`src/rtl/program_loader_if.sv`:
```
// Boot loader bus bundle.
// Groups the byte-stream handshake from the UART receiver, the CPU-side
// memory request, the memory-side bus and the CPU control outputs.
//   slave  : the loader's view (consumes rx/cpu, drives mem/cpu_reset/done)
//   master : the surrounding system's view (the mirror image)
interface program_loader_if #(
  parameter int unsigned ADDR_WIDTH = 16
);
  logic [7:0]            rx_data;
  logic                  rx_valid;
  logic                  rx_ready;
  logic [ADDR_WIDTH-1:0] cpu_address;
  logic [31:0]           cpu_data_out;
  logic                  cpu_we;
  logic [ADDR_WIDTH-1:0] mem_address;
  logic [31:0]           mem_data;
  logic                  mem_we;
  logic                  cpu_reset;
  logic                  done;

  modport slave (
    input  rx_data, rx_valid, cpu_address, cpu_data_out, cpu_we,
    output rx_ready, mem_address, mem_data, mem_we, cpu_reset, done
  );

  modport master (
    output rx_data, rx_valid, cpu_address, cpu_data_out, cpu_we,
    input  rx_ready, mem_address, mem_data, mem_we, cpu_reset, done
  );
endinterface

```
`src/rtl/program_loader.sv`:
```
// Boot-time program loader.
// Holds the CPU in reset while a length-prefixed image arrives byte by byte:
// a big-endian 16-bit word count N followed by N big-endian 32-bit words.
// Each assembled word is written to BASE_ADDR+index (wrapping). After the
// last word (or immediately when N==0) the CPU is released and the memory
// bus is handed to it through a zero-latency mux.
// Ports:
//   clock, reset : system clock, asynchronous active-high reset
//   bus (slave)  : rx_data/rx_valid/rx_ready byte handshake,
//                  cpu_address/cpu_data_out/cpu_we CPU request,
//                  mem_address/mem_data/mem_we memory bus,
//                  cpu_reset (flop-driven) and done status
module program_loader #(
  parameter int unsigned           ADDR_WIDTH = 16,
  parameter logic [ADDR_WIDTH-1:0] BASE_ADDR  = '0
) (
  input logic             clock,
  input logic             reset,
  program_loader_if.slave bus
);

  typedef enum logic [2:0] {LEN_HI, LEN_LO, BYTES, WRITE, RUN} state_t;

  // Wide enough to compare index+1 against the 16-bit count without loss.
  localparam int unsigned CW = (ADDR_WIDTH > 16) ? ADDR_WIDTH : 16;

  state_t                state;
  logic [15:0]           count;
  logic [ADDR_WIDTH-1:0] index;
  logic [1:0]            byte_cnt;
  logic [31:0]           shift;
  logic                  cpu_reset_q;

  logic                  ready_int;
  logic                  accept;
  logic [15:0]           len_next;
  logic [ADDR_WIDTH-1:0] index_inc;
  logic                  last_word;
  logic [ADDR_WIDTH-1:0] load_addr;

  always_comb begin
    ready_int = (state == LEN_HI) || (state == LEN_LO) || (state == BYTES);
    accept    = bus.rx_valid & ready_int;
    len_next  = {count[15:8], bus.rx_data};
    index_inc = index + ADDR_WIDTH'(1);
    last_word = (CW'(index) + CW'(1)) == CW'(count);
    load_addr = BASE_ADDR + index;
  end

  always_ff @(posedge clock or posedge reset) begin
    if (reset) begin
      state       <= LEN_HI;
      count       <= '0;
      index       <= '0;
      byte_cnt    <= '0;
      shift       <= '0;
      cpu_reset_q <= 1'b1;
    end else begin
      case (state)
        LEN_HI: begin
          if (accept) begin
            count[15:8] <= bus.rx_data;
            state       <= LEN_LO;
          end
        end
        LEN_LO: begin
          if (accept) begin
            count[7:0] <= bus.rx_data;
            if (len_next == '0) begin
              state       <= RUN;
              cpu_reset_q <= 1'b0;
            end else begin
              state <= BYTES;
            end
          end
        end
        BYTES: begin
          if (accept) begin
            shift    <= {shift[23:0], bus.rx_data};
            byte_cnt <= byte_cnt + 2'd1;
            if (byte_cnt == 2'd3) state <= WRITE;
          end
        end
        WRITE: begin
          index <= index_inc;
          if (last_word) begin
            state       <= RUN;
            cpu_reset_q <= 1'b0;
          end else begin
            state <= BYTES;
          end
        end
        RUN: begin
        end
        default: state <= LEN_HI;
      endcase
    end
  end

  assign bus.rx_ready    = ready_int;
  assign bus.cpu_reset   = cpu_reset_q;
  assign bus.done        = (state == RUN);
  assign bus.mem_address = (state == RUN) ? bus.cpu_address  : load_addr;
  assign bus.mem_data    = (state == RUN) ? bus.cpu_data_out : shift;
  assign bus.mem_we      = (state == RUN) ? bus.cpu_we       : (state == WRITE);

endmodule

```
`src/flat_wrapper.sv`:
```
// flat-port wrapper written by rule: the top's interface ports become plain ports
module program_loader_flat 
#(
  parameter int unsigned           ADDR_WIDTH = 16,
  parameter logic [ADDR_WIDTH-1:0] BASE_ADDR  = '0
)
  (clock, reset, bus_rx_data, bus_rx_valid, bus_cpu_address, bus_cpu_data_out, bus_cpu_we, bus_rx_ready, bus_mem_address, bus_mem_data, bus_mem_we, bus_cpu_reset, bus_done);
  program_loader_if #(.ADDR_WIDTH(ADDR_WIDTH)) bus_i ();
  input logic clock;
  input logic reset;
  input wire logic [$bits(bus_i.rx_data)-1:0] bus_rx_data;
  input wire logic [$bits(bus_i.rx_valid)-1:0] bus_rx_valid;
  input wire logic [$bits(bus_i.cpu_address)-1:0] bus_cpu_address;
  input wire logic [$bits(bus_i.cpu_data_out)-1:0] bus_cpu_data_out;
  input wire logic [$bits(bus_i.cpu_we)-1:0] bus_cpu_we;
  output wire logic [$bits(bus_i.rx_ready)-1:0] bus_rx_ready;
  output wire logic [$bits(bus_i.mem_address)-1:0] bus_mem_address;
  output wire logic [$bits(bus_i.mem_data)-1:0] bus_mem_data;
  output wire logic [$bits(bus_i.mem_we)-1:0] bus_mem_we;
  output wire logic [$bits(bus_i.cpu_reset)-1:0] bus_cpu_reset;
  output wire logic [$bits(bus_i.done)-1:0] bus_done;
  assign bus_i.rx_data = bus_rx_data;
  assign bus_i.rx_valid = bus_rx_valid;
  assign bus_i.cpu_address = bus_cpu_address;
  assign bus_i.cpu_data_out = bus_cpu_data_out;
  assign bus_i.cpu_we = bus_cpu_we;
  assign bus_rx_ready = bus_i.rx_ready;
  assign bus_mem_address = bus_i.mem_address;
  assign bus_mem_data = bus_i.mem_data;
  assign bus_mem_we = bus_i.mem_we;
  assign bus_cpu_reset = bus_i.cpu_reset;
  assign bus_done = bus_i.done;
  program_loader #(.ADDR_WIDTH(ADDR_WIDTH), .BASE_ADDR(BASE_ADDR)) u_core (.clock(clock), .reset(reset), .bus(bus_i));
endmodule
```
`config.mk`:
```
export PLATFORM = sky130hd
export DESIGN_NAME = program_loader_flat
export DESIGN_NICKNAME = d
export VERILOG_FILES = /design/src/rtl/program_loader_if.sv /design/src/rtl/program_loader.sv /design/src/flat_wrapper.sv
export SDC_FILE = /design/constraint.sdc
export NUM_CORES = 1
export LEC_CHECK = 0
export BUFFER_PORTS_ARGS = -buffer_cell sky130_fd_sc_hd__buf_2
export CAP_MARGIN = 20
export CORE_MARGIN = 8
export CORE_UTILIZATION = 50
export CTS_CLUSTER_SIZE = 14
export DETAILED_ROUTE_END_ITERATION = 8
export PLACE_DENSITY = 0.77
export SYNTH_ARGS = -nofsm -noshare
export SYNTH_HDL_FRONTEND = slang
export SYNTH_SLANG_ARGS = --single-unit
```
`constraint.sdc`:
```
create_clock -name clock -period 2.5 [get_ports clock]
set_input_delay 0 -clock clock [delete_from_list [all_inputs] [get_ports clock]]
set_output_delay 0 -clock clock [all_outputs]
set_load 0.05 [all_outputs]
```
# Word-level counts from Yosys, hierarchy flattened
# Index checks and enable logic that the tools add are counted.
[word_totals]
elab_cells = 47
n_memories = 0
inputBits = 60
regBits = 70
latchBits = 0
mem_bits_rw = 0
romBits = 0
[classes]
shifts = 0
bitwise_logic = 2
magnitude_cmp = 0
reduce_logical = 10
n_addsub = 2
muxes = 14
eq_ne = 12
n_mul = 0
div = 0
[ops]
columns = ["cell", "n"]
rows = [
  ["2-to-1 mux 32 bit", 1],
  ["2-to-1 mux 3 bit", 6],
  ["adder 16 x 1 -> 16 bit (second input constant)", 1],
  ["== test 16 bit", 1],
  ["logical NOT 16 bit", 1],
  ["2-to-1 mux 16 bit", 1],
  ["one-hot mux 3 bit (5 select lines)", 1],
  ["!= test 2 x 1 -> 1 bit (second input constant)", 4],
  ["== test 3 x 2 -> 1 bit (second input constant)", 2],
  ["AND reduction 2 bit", 3],
  ["AND reduction 5 bit", 1],
  ["2-to-1 mux 1 bit", 4],
  ["!= test 2 bit (second input constant)", 2],
  ["AND reduction 4 bit", 1],
  ["== test 3 x 1 -> 1 bit (second input constant)", 1],
  ["== test 3 bit (second input constant)", 1],
  ["logical NOT 3 bit", 1],
  ["adder 2 x 1 -> 2 bit (second input constant)", 1],
  ["== test 2 bit (second input constant)", 1],
  ["logical OR 1 bit", 2],
  ["one-hot mux 1 bit (2 select lines)", 1],
  ["nonzero test 2 bit", 1],
  ["AND 1 bit", 1],
  ["NOT 1 bit", 1],
]

# Longest topological paths before layout
[depth]
ltp_word = 6
ltp_mapped = 8
ltp_nobuf = 7

# Worst setup path after synthesis
# Ideal clock, no wire load.
[synth_path]
kind = "reg2out"
start = "reg u_core.state[0]"
end = "out bus_mem_address[10]"
arrival_time_ns = 2.401
setup_slack_ns = 0.099
required_ns = 2.500
path_stages_with_launch = 6
cell_sequence = "dfrtp_1 clkbuf_1 nor3b_1 clkbuf_1 clkbuf_1 o21ai_0"
[synth_between]
elab_chain_cells = 2
[synth_rtl]
columns = ["item", "line_no", "text"]
rows = [
  ["start, declared", "program_loader.sv:27", "state_t state;"],
  ["start signal, assigned", "program_loader.sv:52", "state <= LEN_HI;"],
  ["start signal, assigned", "program_loader.sv:63", "state <= LEN_LO;"],
  ["start signal, assigned", "program_loader.sv:70", "state <= RUN;"],
  ["== test 3 bit", "--", ""],
  ["net bus_done", "flat_wrapper.sv:21", "output wire logic [$bits(bus_i.done)-1:0] bus_done;"],
  ["2-to-1 mux 16 bit", "program_loader.sv:103", "assign bus.mem_address = (state == RUN) ? bus.cpu_address : load_addr;"],
  ["end, declared", "flat_wrapper.sv:17", "output wire logic [$bits(bus_i.mem_address)-1:0] bus_mem_address;"],
]
# The timed path passes the listed nets, and every way through them passes these cells.

# Worst setup path in the final report
[layout_path]
start = "reg u_core.index[0]"
end = "reg u_core.state[1]"
[layout_between]
elab_chain_cells = 4
[layout_rtl]
columns = ["item", "line_no", "text"]
rows = [
  ["start, declared", "program_loader.sv:29", "logic [ADDR_WIDTH-1:0] index;"],
  ["start signal, assigned", "program_loader.sv:85", "index <= index_inc;"],
  ["adder 16 x 1 -> 16 bit", "program_loader.sv:46", "last_word = (CW'(index) + CW'(1)) == CW'(count);"],
  ["== test 16 bit", "program_loader.sv:46", ""],
  ["2-to-1 mux 3 bit", "program_loader.sv:86", "if (last_word) begin"],
  ["one-hot mux 3 bit (5 select lines)", "program_loader.sv:59", "case (state)"],
  ["end signal, assigned", "program_loader.sv:63", ""],
  ["end signal, assigned", "program_loader.sv:87", "state <= RUN;"],
  ["end signal, assigned", "program_loader.sv:90", "state <= BYTES;"],
]
# Every way passes these cells.
# A chain may end at the register's enable or synchronous reset.

==> results.cfg <==
[synth]
syn_inst = 331
netlist-cell-type-count = 45
synth_async_sr_flop_share_pct = 100
ys.flop_type = dfrtp_1
synth_edf_count = 0
synth_fp_nets = 393
avgSynthCellArea_sq_um = 11.9
syn_area_sq_um = 3920
yosysWarningCount = 0
yosys_register_bits = 70
seq_area_frac_synth_pct = 44.7

[grt]
antenna_found_initial = 0
grt_pass1_wl_microns = 15600
grt_max_degree = 37
grt_pass1_vias = 3093
globalRouteTotalUtil_pct = 17.2
overflow = 0

[clock_tree]
cts_buffers = 9
cts_tree = done
cts_setup_buffers = 0
root_buffer = clkbuf_8
worstSkewPairLatency_ns = 0.35
cts_htree_levels = 3
clk_path_buf_depth = 2
clkTransAtPathRegs_ns = 0.08
cts_sinks = 70

[layout]
area_growth_pct = 25.4
design_area_sq_um = 4920
num-nets-final = 514
num_antenna_cells = 0
final_common_cell = buf_2
drive_gt1_share_pct = 54.9
layout_common_cells = buf_2, mux2_2, dfrtp_1, xnor2_1, nand2_1

[critical_path]
crit_chain = ha_2, nand4_2, nor4_2, xnor2_1, or4_4, o31ai_2, a31oi_1
path_buf_inv = 0
slowest_stage = or4_4
crit_type = reg -> reg
required_ns = 2.72
end_kind = flop
critical_path_peak_fanout = 7
slowest_delay_ns = 0.53
arrival_ns = 2.58
crit_family = simple AND/OR/NAND/NOR gates
cp-start-kind = flop

[place]
dp_hpwl_microns = 7140
gp_congestion = 0.952
portBuffers = 111
dpl_cell_area_sq_um = 4600

[drt]
vias_per_cell = 5.32
drc = 0
firstDrtPassIters = 4
wl_met3_microns = 390
met2_length_microns = 4620
drt_iter0_drc = 150
wl_per_cell_microns = 16.5
wl_microns = 9240
postRouteAntennaNets = 0
wl_met1_microns = 4080
topRoutingLayerUsed = met4
dr_total_vias = 2973

[timing]
setup_viol = 0
worst-slew-pin-transition_ns = 0.680
slew-limit-headroom_pct = 54.5
setup-tns-final_ns = 0
drv_slew = 0
worst_clock_skew_ns = 0.0113
period_minus_slack_ns = 2.36
min_period_over_period_pct = 94.4
rsz0062_at_grt = no
max_freq_mhz = 424
hold_viol_final = 0

[floorplanning]
start_util_pct = 51.3
die_w_microns = 105
die_height_microns = 105
fp.coreArea_sq_um = 7650
rows = 32
die_area_sq_um = 10900
ios = 112

[outcome]
status = finished clean

[hold_path]
hold_class = in -> async

[power_and_ir_drop]
p_per_area_nw_per_um2 = 999
peakVddDrop_mv = 0.755
p_leak_nw = 2.26

[flow_run]
cap_violations = 0
per-stage QoR:
stage | worst slack (ns) | hold WS [ns] | std cells | total power (W) | util (%)
CTS | 0.0934 | 0.244 | 559 | 0.00495 | 64.3
global route | 0.0250 | 0.279 | 559 | 0.00515 | 64.4
floorplan | 0.0993 | 0.152 | 331 | 0.00345 | -
detailed placement | 0.115 | 0.0595 | 533 | 0.00392 | 60.1
finish | 0.141 | 0.231 | 559 | 0.00492 | 64.4
global placement | 0.193 | 0.0556 | 533 | 0.00388 | 60.1
cells in the mapped netlist, drive strengths merged (3+ instances only):
| library cell | instances | area, sq um |
|---|---|---|
| or2 | 3 | 18.8 |
| o21ai | 5 | 25.0 |
| nand4 | 8 | 77.6 |
| nor4 | 12 | 87.6 |
| xor2 | 11 | 96.3 |
| nor2 | 11 | 41.3 |
| clkbuf | 15 | 58.8 |
| dfrtp | 69 | 1730 |
| inv | 5 | 18.8 |
| nand3 | 10 | 50.1 |
| mux2 | 95 | 1070 |
| buf | 6 | 37.5 |
| nand2b | 3 | 18.8 |
| nor3 | 6 | 35.0 |
| xnor2 | 27 | 236 |
| nand2 | 16 | 62.6 |
flip-flops by register name, indices dropped and copies added, names as in the netlist:
signal	cells
u_core.byte_cnt	2
u_core.bus.cpu_reset	1
u_core.state	3
u_core.index	16
u_core.shift	32
u_core.count	16
report_power, final:
part	switching [W]	total (W)	internal, W
Combinational	0.00144	0.00222	0.000780
Clock	0.000446	0.00102	0.000569
Sequential	0.000248	0.00168	0.00143
Total	0.00214	0.00492	0.00278
metal layers:
layer	up-vias	track usage, %
li1	1432	-
met5	-	0
met1	1463	21.6
met4	0	6.32
met3	11	3.56
met2	67	28.6
final timing paths:
path                                           start                   end  slack [ns]  cells past startpoint
worst max-delay path                 u_core.index[0]       u_core.state[1]        0.14                      7
worst min-delay path                           reset      u_core.shift[24]        0.23                      3
worst min register to register  u_core.bus.cpu_reset  u_core.bus.cpu_reset        0.47                      2
worst max register to register       u_core.index[0]       u_core.state[1]        0.14                      7
max in group asynchronous                      reset       u_core.index[8]        1.53                      4
min in group clock                        bus_cpu_we            bus_mem_we        0.38                      4
cells by family after synthesis:
group / after synthesis / share of synthesized area, %
flip-flops: 70 / 44.7
buffers and inverters: 26 / 2.93
adder cells (fa/ha/maj): 2 / 0.638
multiplexers: 95 / 27.3
AO/OA/AOI/OAI: 24 / 4.56
AND/OR/NAND/NOR: 76 / 11.4
XOR/XNOR: 38 / 8.48
area by class of cell:
type / count / area [sq um]
clock buffer: 10 / 128
clock inverter: 6 / 93.8
fill: 598 / 2730
inverter: 5 / 18.8
multi-input combinational: 235 / 2070
sequential: 70 / 1750
tap: 102 / 128
timing repair buffer: 131 / 731
repair_timing:
item | 4_1_cts | 5_1_grt
resized for setup | 0 | 1
endpoints found under the setup margin | 0 | 2
hold endpoints to repair | 48 | 0
hold buffers | 10 | 0
tightest hold or removal path, stage by stage:
cell	delay [ns]
dlygate4sd3_1	0.53
buf_2	0.12
inv_2	0.37
Note: power is estimated with default switching activity, not from simulation.
